$ cat config.mk
export PLATFORM = sky130hd
export DESIGN_NAME = result_streamer
export DESIGN_NICKNAME = d
export VERILOG_FILES = /design/src/rtl/result_streamer.sv
export SDC_FILE = /design/constraint.sdc
export NUM_CORES = 1
export LEC_CHECK = 0
export CORE_MARGIN = 2
export CORE_UTILIZATION = 56
export CTS_BUF_LIST = sky130_fd_sc_hd__clkbuf_16
export DETAILED_ROUTE_END_ITERATION = 12
export HOLD_SLACK_MARGIN = 0.1
export PLACE_DENSITY_LB_ADDON = 0.12
export SLEW_MARGIN = 20
export SYNTH_ARGS = -nofsm -noshare
export SYNTH_HDL_FRONTEND = slang
export SYNTH_SLANG_ARGS = --single-unit
export TNS_END_PERCENT = 10
$ cat constraint.sdc
create_clock -name clk -period 14.8 [get_ports clk]
set_input_delay 2.96 -clock clk [delete_from_list [all_inputs] [get_ports clk]]
set_output_delay 2.96 -clock clk [all_outputs]
set_load 0.01 [all_outputs]
$ cat src/rtl/result_streamer.sv
// Drains a captured frame of systolic-array results as a valid/ready stream,
// shifting and saturating each element to OUT_W bits and counting saturations.
module result_streamer #(
  parameter int ELEM_W = 10,
  parameter int N_ELEM = 16,
  parameter int OUT_W  = 8
) (
  input  logic                     clk,
  input  logic                     res,
  input  logic                     start,
  input  logic [N_ELEM*ELEM_W-1:0] result_in,
  input  logic [1:0]               shift,
  output logic [OUT_W-1:0]         out_data,
  output logic [3:0]               out_idx,
  output logic                     out_valid,
  input  logic                     out_ready,
  output logic                     out_last,
  output logic                     busy,
  output logic                     done,
  output logic [4:0]               sat_cnt,
  output logic [1:0]               state_dbg
);

  // Handshake: an element transfers on a rising edge where out_valid && out_ready.
  // While out_valid=1 and out_ready=0 the element fields hold; out_valid never
  // depends combinationally on out_ready.
  typedef enum logic [1:0] {IDLE = 2'd0, STREAM = 2'd1, DONE = 2'd2} state_t;

  localparam logic [3:0]        LAST_IDX = 4'(N_ELEM - 1);
  localparam logic [ELEM_W-1:0] MAX_OUT  = ELEM_W'((1 << OUT_W) - 1);

  state_t            state;
  logic [ELEM_W-1:0] buf_q [N_ELEM];
  logic [1:0]        shift_q;
  logic              cur_sat;
  logic [3:0]        next_idx;
  logic [OUT_W:0]    first_sh;
  logic [OUT_W:0]    next_sh;

  // Returns {saturated, output word} for one element.
  function automatic logic [OUT_W:0] shape(input logic [ELEM_W-1:0] e,
                                           input logic [1:0] sh);
    logic [ELEM_W-1:0] s;
    s = e >> sh;
    if (s > MAX_OUT) return {1'b1, {OUT_W{1'b1}}};
    else             return {1'b0, s[OUT_W-1:0]};
  endfunction

  always_comb begin
    next_idx = out_idx + 4'd1;
    first_sh = shape(result_in[ELEM_W-1:0], shift);
    next_sh  = shape(buf_q[next_idx], shift_q);
  end

  assign state_dbg = state;

  always_ff @(posedge clk or posedge res) begin
    if (res) begin
      state     <= IDLE;
      for (int k = 0; k < N_ELEM; k++) buf_q[k] <= '0;
      shift_q   <= '0;
      cur_sat   <= 1'b0;
      out_data  <= '0;
      out_idx   <= '0;
      out_valid <= 1'b0;
      out_last  <= 1'b0;
      busy      <= 1'b0;
      done      <= 1'b0;
      sat_cnt   <= '0;
    end else begin
      case (state)
        IDLE: begin
          done <= 1'b0;
          if (start) begin
            for (int k = 0; k < N_ELEM; k++)
              buf_q[k] <= result_in[k*ELEM_W +: ELEM_W];
            shift_q   <= shift;
            sat_cnt   <= '0;
            out_idx   <= '0;
            out_data  <= first_sh[OUT_W-1:0];
            cur_sat   <= first_sh[OUT_W];
            out_valid <= 1'b1;
            out_last  <= (LAST_IDX == 4'd0);
            busy      <= 1'b1;
            state     <= STREAM;
          end
        end
        STREAM: begin
          if (out_valid && out_ready) begin
            if (cur_sat) sat_cnt <= sat_cnt + 5'd1;
            if (out_idx == LAST_IDX) begin
              out_valid <= 1'b0;
              out_last  <= 1'b0;
              done      <= 1'b1;
              state     <= DONE;
            end else begin
              // Next element is staged on the same edge so there is no bubble.
              out_idx  <= next_idx;
              out_data <= next_sh[OUT_W-1:0];
              cur_sat  <= next_sh[OUT_W];
              out_last <= (next_idx == LAST_IDX);
            end
          end
        end
        DONE: begin
          done  <= 1'b0;
          busy  <= 1'b0;
          state <= IDLE;
        end
        default: state <= IDLE;
      endcase
    end
  end

endmodule

==> flow_metrics.tcl <==
set metrics [dict create \
    antenna_found_initial 0 \
    path_buf_inv 3 \
    clk_path_buf_depth 2 \
    slowest_delay_ns 0.91 \
    post_route_cells_drive_above_1_share_pct 28.5 \
    synthFlopType "dfrtp_1" \
    async_flop_share_pct 100 \
    rsz0062_at_grt "no" \
    crit_type "in -> reg" \
    synth_edf_count 0 \
    place_area_mm2 0.0110 \
    cts_tree "built" \
    ir_worst_vdd_uv 118 \
    gp_congestion 0.834 \
    portBuffers 188 \
    grt_pass1_wl_um 33200 \
    grt_pass1_vias 6240 \
    final_core_util_pct 72.9 \
    dr.pass1.iters 5 \
    clk_pin_slew_ns 0.07 \
    power.leakage_nw 4.74 \
    status "finished, final reports clean" \
    ioPinCount 189 \
    cp-end-kind "register" \
    ys_warn_count 0 \
    finalCriticalPeriod_ns 5.72 \
    fin_nets 972 \
    hold_path.class "reg -> reg" \
    cts.htree.levels 4 \
    synth.distinct_cells 48 \
    grt.total_usage_pct 24.8 \
    wire_per_inst_um 20.1 \
    start_util_pct 57.2 \
    tightest_slew_ns 0.996 \
    numCtsBuffers 17 \
    grt_max_degree 108 \
    crit_chain "clkdlybuf4s50_1 -> nor2b_1 -> o21ai_1 -> nor2_4 -> buf_6 -> buf_4 -> mux2_2" \
    p_per_area_mw_per_mm2 219 \
    fmax_mhz 175 \
    cp-start-kind "input pin" \
    initialDrtViolationCount 458 \
    avgSynthCellArea_um2 14.4 \
    path_max_fanout 88 \
    die_area_mm2 0.0173 \
    setup_violations 0 \
    multi_input_area_mm2 0.00410 \
    cts_resized 0 \
    max-cap-violations 0 \
    regArea_mm2 0.00466 \
    cts_setup_buffers 0 \
    wl_um 20700 \
    synth_nets 799 \
    place_hpwl_um 14700 \
    via_per_inst 5.68 \
    final.period_utilization_pct 38.6 \
    syn_to_final_growth_pct 27.5 \
    postCtsHoldBufs 0 \
    drtAntennaViolNets 0 \
    ys_seq_area_share_pct 51.2 \
    crit_family "buffers and inverters" \
    clock-sinks 186 \
    critPathSlowestCell "buf_4" \
    slew_headroom_pct 33.5 \
    fillers 1072 \
    n_antenna_cell 0 \
    drcViolationCount 0 \
    cts_root_buf "clkbuf_16" \
    final_common_cell "clkdlybuf4s50_1" \
    tns_ns 0 \
    syn_area_mm2 0.00908 \
    syn-instance-count 630 \
    layout_common_cells "clkdlybuf4s50_1, dfrtp_1, mux2_2" \
    worstPathRequired_ns 15.10 \
    finalHoldViolations 0 \
    die_w_um 131 \
    clock_latency_ns 0.42 \
    ys_ff_latch 186 \
    fin_area_mm2 0.0116 \
    die_y_um 131 \
    arrival_ns 6.02 \
    grt_remaining_overflow 0 \
    row_count 46 \
    finClkSkew_ns 0.00721 \
    vias 5858 \
    finalMaxSlewViolations 0 \
    coreArea_mm2 0.0159 \
]
[path summary, 6_finish.rpt]
| kind | startpoint | slack, ns | depth (start not counted) | end |
|---|---|---|---|---|
| max | start | 9.08 | 7 | buf_q[113] |
| min | done | 0.49 | 1 | done |
| max reg2reg | out_idx[0] | 10.75 | 10 | out_data[6] |
| min reg2reg | done | 0.49 | 1 | done |
| max in group asynchronous | res | 10.33 | 3 | out_idx[0] |
| min in group asynchronous | res | 3.10 | 2 | buf_q[149] |
[Yosys cell counts (all sizes together) (7+ instances only)]
master | instances | area [um^2]
nor2 | 12 | 45.0
mux2 | 168 | 1890
inv | 19 | 71.3
clkbuf | 13 | 48.8
mux4 | 43 | 1050
o31ai | 7 | 52.6
nor3 | 12 | 60.1
buf | 28 | 219
o21ai | 15 | 75.1
mux2i | 25 | 250
nand3 | 9 | 45.0
dfrtp | 186 | 4650
a21oi | 15 | 75.1
nand2 | 24 | 90.1
[routing by layer]
metal | part of all wire [%] | vias up | GRT usage, %
met5 | 0 | - | 0
met4 | 1.8 | 0 | 8.15
met3 | 5.3 | 26 | 5.13
met2 | 50 | 191 | 41.5
met1 | 43 | 2937 | 32.8
li1 | - | 2704 | -
[power by group]
group / leakage (nW) / switching (mW) / internal [mW]
clock network: 0.266 / 0.189 / 0.229
registers: 2.19 / 0.146 / 0.763
logic: 2.28 / 0.537 / 0.669
[area by class of cell]
cell class	count	area share, %
clock inverter	14	0.951
sequential	186	40.2
timing repair buffer	195	16.8
clock buffer	17	3.67
tap	216	2.33
multi-input combinational	383	35.4
inverter	20	0.692
[flip-flops by register name (all words and copies together) (netlist names)]
| register | count |
|---|---|
| buf_q | 160 |
| busy | 1 |
| cur_sat | 1 |
| done | 1 |
| out_data | 8 |
| out_idx | 4 |
| out_last | 1 |
| out_valid | 1 |
| sat_cnt | 5 |
| shift_q | 2 |
| state_dbg | 2 |
[through the flow]
stage | worst slack [ns] | hold WS (ns) | total power, mW | cells
2_1_floorplan | 6.78 | 0.472 | 1.80 | 630
3_3_place_gp | 8.57 | 0.463 | 2.07 | 1000
3_5_place_dp | 8.44 | 0.487 | 2.12 | 1000
4_1_cts | 8.89 | 0.503 | 2.55 | 1031
5_1_grt | 8.92 | 0.516 | 2.68 | 1031
6_report | 9.08 | 0.495 | 2.53 | 1031
[kinds of logic (layout without fill, tap and decap cells)]
logic type                 after synthesis  after routing  synth area share (%)
muxes                                  236            236                  35.2
DFF                                    186            186                  51.2
and+or+nand+nor                         80             80                  4.39
buffers and inverters                   61            246                  3.77
AOI/OAI and AO/OA                       58             58                  4.16
xor gates and xnor gates                 6              6                 0.868
adders and majority gates                3              3                 0.413
(Power assumes the default switching activity.)
